## config.mk

```make
export PLATFORM = sky130hd
export DESIGN_NAME = mulu_seq
export DESIGN_NICKNAME = d
export VERILOG_FILES = /design/src/rtl/mulu_seq.sv
export SDC_FILE = /design/constraint.sdc
export NUM_CORES = 1
export LEC_CHECK = 0
export CORE_MARGIN = 4
export CORE_UTILIZATION = 58
export DETAILED_ROUTE_END_ITERATION = 6
export GPL_TIMING_DRIVEN = 0
export PLACE_DENSITY = 0.79
export SLEW_MARGIN = 20
export SYNTH_ARGS = -nofsm -noshare
export SYNTH_HDL_FRONTEND = slang
export SYNTH_SLANG_ARGS = --single-unit
```

## constraint.sdc

```tcl
create_clock -name clk -period 6.15 [get_ports clk]
set_clock_uncertainty 0.1 [all_clocks]
set_input_delay 0.615 -clock clk [delete_from_list [all_inputs] [get_ports clk]]
set_output_delay 0.615 -clock clk [all_outputs]
set_load 0.01 [all_outputs]
```

## src/rtl/mulu_seq.sv

```systemverilog
// Sequential shift-add multiplier: retires one multiplier bit per clock.
// Signed mode multiplies magnitudes and applies the sign at the end, so the
// datapath is purely unsigned. Handshake is valid/ready on both sides.
module mulu_seq #(
  parameter int WIDTH = 32
) (
  input  logic               clk,
  input  logic               rst,
  input  logic               in_valid,
  output logic               in_ready,
  input  logic [WIDTH-1:0]   a,
  input  logic [WIDTH-1:0]   b,
  input  logic               signed_mode,
  output logic               out_valid,
  input  logic               out_ready,
  output logic [2*WIDTH-1:0] c,
  output logic               busy
);
  localparam int CW = $clog2(WIDTH);
  localparam int PW = 2 * WIDTH;

  typedef enum logic [1:0] {S_IDLE, S_BUSY, S_DONE} state_e;

  state_e           state_q, state_d;
  logic [WIDTH-1:0] ma_q, ma_d;
  logic [WIDTH-1:0] mb_q, mb_d;
  logic             neg_q, neg_d;
  logic [PW-1:0]    acc_q, acc_d;
  logic [CW-1:0]    cnt_q, cnt_d;
  logic [PW-1:0]    c_q, c_d;

  logic [PW-1:0]    addend;
  logic [PW-1:0]    acc_sum;

  // Next-state and datapath: accept latches magnitudes, BUSY adds one partial
  // product per cycle, the last iteration loads the signed-corrected result.
  always_comb begin
    state_d = state_q;
    ma_d    = ma_q;
    mb_d    = mb_q;
    neg_d   = neg_q;
    acc_d   = acc_q;
    cnt_d   = cnt_q;
    c_d     = c_q;
    addend  = mb_q[0] ? ({{WIDTH{1'b0}}, ma_q} << cnt_q) : '0;
    acc_sum = acc_q + addend;
    case (state_q)
      S_IDLE: begin
        if (in_valid) begin
          state_d = S_BUSY;
          ma_d    = (signed_mode & a[WIDTH-1]) ? -a : a;
          mb_d    = (signed_mode & b[WIDTH-1]) ? -b : b;
          neg_d   = signed_mode & (a[WIDTH-1] ^ b[WIDTH-1]);
          acc_d   = '0;
          cnt_d   = '0;
        end
      end
      S_BUSY: begin
        acc_d = acc_sum;
        mb_d  = mb_q >> 1;
        cnt_d = cnt_q + CW'(1);
        // Final iteration: the product is known this edge, so load c directly.
        if (cnt_q == CW'(WIDTH - 1)) begin
          state_d = S_DONE;
          c_d     = neg_q ? -acc_sum : acc_sum;
        end
      end
      S_DONE: begin
        if (out_ready) state_d = S_IDLE;
      end
      default: state_d = S_IDLE;
    endcase
  end

  // State register; reset discards any in-flight operation.
  always_ff @(posedge clk) begin
    if (rst) begin
      state_q <= S_IDLE;
      ma_q    <= '0;
      mb_q    <= '0;
      neg_q   <= 1'b0;
      acc_q   <= '0;
      cnt_q   <= '0;
      c_q     <= '0;
    end else begin
      state_q <= state_d;
      ma_q    <= ma_d;
      mb_q    <= mb_d;
      neg_q   <= neg_d;
      acc_q   <= acc_d;
      cnt_q   <= cnt_d;
      c_q     <= c_d;
    end
  end

  assign in_ready  = (state_q == S_IDLE);
  assign out_valid = (state_q == S_DONE);
  assign busy      = (state_q != S_IDLE);
  assign c         = c_q;

endmodule

```

==> results.toml, run 1 <==
[sta]
worst_slew_pin_slew_ps = 1265
setup_viol = 0
finalCritPeriodShare_pct = 98.21
slew_violations = 0
max_slew_margin_pct = 15.67
fmax_mhz = 165.6
hold_viol_final = 0
period_needed_ps = 6040

[finish]
post-route-util_pct = 69.84
final_nets = 2603
layout_common_cells = "288 x nor2_1, 249 x nand2_1, 198 x dfxtp_1"
final_common_cell = "nor2_1"
finalInstanceArea_mm2 = 0.02026
syn2layout_area_growth_pct = 17.65
drive_gt1_share_pct = 10.42
antenna_cells = 0

[worst_setup_path]
startpoint = "cnt_q[0]$_SDFFE_PP0P_"
critical_path_class = "reg2reg"
cp-end-kind = "register"
cpPeakStageDelay_ps = 450
timing.rr.start = "cnt_q[0]$_SDFFE_PP0P_"
cp.buffers_inverters = 4
crit_required_ps = 6430
path_cells = "clkbuf_4 -> buf_2 -> nand2_1 -> o21ai_0 -> nor2_1 -> a21oi_1 -> mux2_2 -> nor2_1 -> ha_1 -> buf_2 -> a21oi_1 -> o21ai_1 -> a32oi_2 -> nand3_1 -> xnor2_4 -> o2111ai_1 -> nor4_4 -> nand4_4 -> buf_4 -> o41ai_2 -> xor2_1 -> a211oi_1"
critPathTopFamily = "compound AO/OA/AOI/OAI gates"
cp-start-kind = "register"
worst-path-max-fanout = 10
worstPathArrival_ps = 6320
crit_slowest_cell = "dfxtp_2"

[hold_path]
hold_class = "reg2reg"
hp-start = "c[21]$_SDFFE_PP0P_"

[floorplan]
dieArea_mm2 = 0.03251
io-pin-count = 136
start_util_pct = 59.36
num_rows = 62
die_w_um = 180.3
die_y_um = 180.3
coreArea_mm2 = 0.02901

[detailed_routing]
post_drt_wl_per_cell_um = 22.79
drc = 0
vias_per_cell = 6.720
drt_wl_total_mm = 65.22
drtPass1Iterations = 7
drtIter0Drc = 2053
detail-route-antenna-nets = 0
vias = 19225

[grt]
grt_pass1_vias = 17887
grt_first_pass_wirelength_mm = 98.16
grt_overflow = 0
grtUsageTotal_pct = 37.63
antenna_found_initial = 2
grt_max_degree = 19

[place]
place_area_mm2 = 0.01904
port_buffers = 134
hpwl_mm = 51.84
place.gp.congestion = 1.034

[cts]
clock_sinks = 200
ctsRootBufferMaster = "clkbuf_16"
clk_latency_ps = 470
h-tree-depth = 4
hold_buffers = 0
clk_pin_slew_ps = 80
cts_inserted_buffers = 17
cts.path.max_buffers = 2
cts_tree = "done"

[logic_synthesis]
yosysSeqAreaShare_pct = 23.25
yosys_register_bits = 200
synth-simple-area-share_pct = 25.34
synth_edf_count = 0
synth_compound_area_share_pct = 27.59
synth.distinct_cells = 107
synthAdderAreaFrac_pct = 5.057
ys.flop_type = "dfxtp_1"
synth-xor-area-share_pct = 7.411
ys_warn_count = 0
synth_top_family_by_area = "compound AO/OA/AOI/OAI gates"
syn_area_per_cell_um2 = 7.497
synthesis.instances = 2297
synthArstFlopShare_pct = 0
syn-cell-area_mm2 = 0.01722
synth_mux_area_share_pct = 6.808
mappedNetlistNets = 2435

[power_and_ir_drop]
p_leak_uw = 0.007244
ir_drop_uv = 189.4
finalPower_uw = 3338
p_per_area_mw_per_mm2 = 164.8

[run_status]
outcome = "finished, final reports clean"

[run]
maxCapViolations = 0
[final timing paths]
path / cells after the start / slack [ps] / end
worst max-delay path: 22 / 110 / c[53]$_SDFFE_PP0P_
worst min-delay path: 2 / 360 / c[21]$_SDFFE_PP0P_
worst max register to register: 22 / 110 / c[53]$_SDFFE_PP0P_
worst min register to register: 2 / 360 / c[21]$_SDFFE_PP0P_
[cells in the mapped netlist (18+ instances only)]
cell type	number	area, µm²
nor2_1	290	1089
nand2_1	249	934.7
a21oi_1	206	1031
dfxtp_1	200	4004
clkbuf_1	135	506.7
a211oi_1	91	683.2
o21ai_0	84	420.4
nand3_1	77	385.4
xor2_1	75	656.9
ha_1	68	850.8
xnor2_1	67	586.8
nor3_1	51	255.2
a22oi_1	48	360.4
nand4_1	45	281.5
mux2i_1	44	440.4
inv_1	31	116.4
and2_1	29	181.4
o31ai_1	28	210.2
a21o_1	24	180.2
mux4_2	24	540.5
a31oi_1	20	125.1
o21ai_1	20	100.1
o22ai_1	18	112.6
or3_1	18	112.6
[worst min-delay path: stages, from the launching register on]
cell and delay [ps]:
dfxtp_1 310, nand2_1 50, a21oi_1 50
[layout make-up]
cell class / count / area (µm²)
Multi-Input combinational cell: 1896 / 12900
Fill cell: 2370 / 8751
Sequential cell: 200 / 4006
Timing Repair Buffer: 162 / 1549
Buffer: 156 / 640.6
Tap cell: 384 / 480.5
Clock buffer: 18 / 429.2
Clock inverter: 13 / 136.4
Inverter: 32 / 120.1
[registers in the layout, indices dropped and copies added, names as in the netlist]
signal / count
acc_q: 64
neg_q: 1
state_q: 2
mb_q: 32
ma_q: 32
cnt_q: 5
c: 64
[cells by family (layout without fill, tap and decap cells)]
kind of cell / after synthesis / in the layout
fa+ha+maj: 69 / 69
compound gates: 696 / 696
flops: 200 / 200
xor+xnor: 144 / 144
buf+inv: 201 / 381
mux: 85 / 85
simple gates: 902 / 902
[power by group]
| part | leakage [µW] | total [µW] | switching (µW) | internal, µW |
|---|---|---|---|---|
| sequential | 0.00162 | 1370 | 38.7 | 1330 |
| combinational | 0.00535 | 815 | 505 | 310 |
| clock | 0.000274 | 1150 | 580 | 571 |
| total | 0.00724 | 3340 | 1120 | 2210 |
[routing by layer]
metal	wire length (µm)	track usage [%]	share of wire, %
met2	28660	60.01	44
met1	25980	48.13	40
met3	7060	8.559	11
met4	3507	18.51	5.4
met5	13	0	0.020
[through the flow]
| stage | instances | worst slack [ps] | setup TNS (ps) | hold slack [ps] |
|---|---|---|---|---|
| floorplan | 2297 | 725.8 | 0 | 331.6 |
| finish | 2861 | 109.9 | 0 | 357.3 |
| global placement | 2815 | -1194 | -24560 | 337.8 |
| global route | 2861 | -12.41 | -25.85 | 378.2 |
| CTS | 2854 | 21.24 | 0 | 358.7 |
| detailed placement | 2815 | -1275 | -27610 | 345.4 |
[repair_timing]
| action | CTS | global route |
|---|---|---|
| resized for setup | 48 | 64 |
| setup endpoints to repair | 47 | 35 |
| setup buffers | 10 | 18 |
| pin swaps | 7 | 10 |
Power figures use the tool's default switching activity.
==> run 2: changes to the inputs <==
--- a/config.mk
+++ b/config.mk
@@ -6,10 +6,10 @@
 export NUM_CORES = 1
 export LEC_CHECK = 0
 export CORE_MARGIN = 4
-export CORE_UTILIZATION = 58
+export CORE_UTILIZATION = 52
 export DETAILED_ROUTE_END_ITERATION = 6
 export GPL_TIMING_DRIVEN = 0
-export PLACE_DENSITY = 0.79
+export PLACE_DENSITY = 0.78
 export SLEW_MARGIN = 20
 export SYNTH_ARGS = -nofsm -noshare
 export SYNTH_HDL_FRONTEND = slang
==> run 2 against run 1 <==
Hold slack gained 3.0 ps. Clock power barely moved. Sequential cell count unchanged. Critical path type unchanged. Critical endpoint is now c[59]$_SDFFE_PP0P_. Largest cell class unchanged.
==> results.toml, run 2 (same netlist as run 1, synthesis figures left out) <==
[cts]
cts_tree = "done"
clk_latency_ps = 470
h-tree-depth = 4
ctsRootBufferMaster = "clkbuf_16"
clock_sinks = 200
cts.path.max_buffers = 2
clk_pin_slew_ps = 80
hold_buffers = 0
cts_inserted_buffers = 17

[sta]
worst_slew_pin_slew_ps = 1246
period_needed_ps = 5988
slew_violations = 0
finalSetupTns_ps = 0
finalCritPeriodShare_pct = 97.37
fmax_mhz = 167.0
hold_viol_final = 0
max_slew_margin_pct = 16.96
rsz0062_at_grt = "yes"
setup_ws_ps = 161.8
setup_viol = 0

[grt]
antenna_found_initial = 1
grt_pass1_vias = 18040
grt_first_pass_wirelength_mm = 103.4
grt_max_degree = 20
grt_overflow = 0
grtUsageTotal_pct = 36.70

[detailed_routing]
vias_per_cell = 6.519
drtIter0Drc = 1994
drtPass1Iterations = 6
drc = 0
post_drt_wl_per_cell_um = 23.28
drt_wl_total_mm = 68.06
detail-route-antenna-nets = 0
vias = 19062

[floorplan]
start_util_pct = 52.80
num_rows = 66
io-pin-count = 136
die_w_um = 190.0
die_y_um = 190.0
dieArea_mm2 = 0.03609
coreArea_mm2 = 0.03262

[worst_setup_path]
crit_required_ps = 6470
worst-path-max-fanout = 9
cp-end-kind = "register"
critical_path_class = "reg2reg"
worstPathArrival_ps = 6310
cp-start-kind = "register"

[finish]
syn2layout_area_growth_pct = 19.77
multiInputGateArea_mm2 = 0.01310
seqCellArea_mm2 = 0.004006
final_nets = 2608
final_common_cell = "nor2_1"
antenna_cells = 0
layout_common_cells = "284 x nor2_1, 249 x nand2_1, 198 x dfxtp_1"
drive_gt1_share_pct = 11.48
fillers = 2971

[power_and_ir_drop]
p_per_area_mw_per_mm2 = 166.5
ir_drop_uv = 218.0
p_leak_uw = 0.007339
finalPower_uw = 3433

[run_status]
outcome = "finished, final reports clean"

[place]
place.gp.congestion = 1.016
hpwl_mm = 54.46
port_buffers = 134
post-place-ws_ps = -1694

[run]
maxCapViolations = 0

[hold_path]
hold_class = "reg2reg"
-- run 2: cell types whose count changed in the layout (fill, tap and decap cells not counted), moves of 5 or more --
cell,previous run,this run
mux2i_1,44,38
mux2i_2,0,6
buf_4,31,36
o21ai_1,24,29
-- run 2: worst paths after layout --
kind	startpoint	to	slack, ps	depth (start not counted)
hold / removal	c[21]$_SDFFE_PP0P_	c[21]$_SDFFE_PP0P_	360	2
hold reg to reg	c[21]$_SDFFE_PP0P_	c[21]$_SDFFE_PP0P_	360	2
setup reg to reg	cnt_q[1]$_SDFFE_PP0P_	c[59]$_SDFFE_PP0P_	160	21
setup / recovery	cnt_q[1]$_SDFFE_PP0P_	c[59]$_SDFFE_PP0P_	160	21
-- run 2: cell type report --
class / instances / share of cell area [%]
Buffer: 157 / 3.209
Clock buffer: 17 / 2.062
Clock inverter: 14 / 0.7825
Inverter: 32 / 0.5823
Multi-Input combinational cell: 1896 / 63.52
Sequential cell: 200 / 19.42
Tap cell: 442 / 2.681
Timing Repair Buffer: 166 / 7.740
-- run 2: timing repair --
item	CTS	global route
setup endpoints to repair	46	30
hold endpoints to repair	0	0
pin swaps	15	17
setup buffers	18	13
gates cloned	0	0
resized for setup	81	82
-- run 2: worst max-delay path, stage by stage, from the launching register on --
cell	delay, ps
dfxtp_2	440
mux2_2	380
o21ai_0	480
nor2_1	110
a21oi_2	220
mux2_2	240
nor2_2	80
ha_1	270
buf_2	180
a21oi_1	230
o21ai_1	170
a32oi_2	380
nand3_1	270
xnor2_2	300
buf_4	190
nand3_1	120
nor4_4	440
nand4_1	160
buf_4	220
nor4_4	540
mux2i_1	230
and3_1	160
-- run 2: metrics by stage --
step | cells | area (µm²) | utilization (%) | hold WS, ps
3_3_place_gp | 2873 | 19120 | 58.60 | 339.4
4_1_cts | 2918 | 20260 | 62.11 | 362.4
5_1_grt | 2924 | 20630 | 63.23 | 375.4
6_report | 2924 | 20630 | 63.23 | 360.3
3_5_place_dp | 2874 | 19140 | 58.68 | 349.5
2_1_floorplan | 2297 | 17220 | - | 331.6
-- run 2: power breakdown --
group	switching [µW]	internal, µW	leakage (µW)
combinational	559	324	0.00543
sequential	36.2	1330	0.00162
clock	602	578	0.000282
-- run 2: layer usage --
| metal | global-route usage [%] | part of all wire (%) | vias to the layer above |
|---|---|---|---|
| met4 | 15.97 | 4.5 | 0 |
| met3 | 9.963 | 11 | 149 |
| met1 | 48.04 | 41 | 9129 |
| met5 | 0 | 0 | - |
| met2 | 57.01 | 44 | 927 |
| li1 | - | - | 8857 |
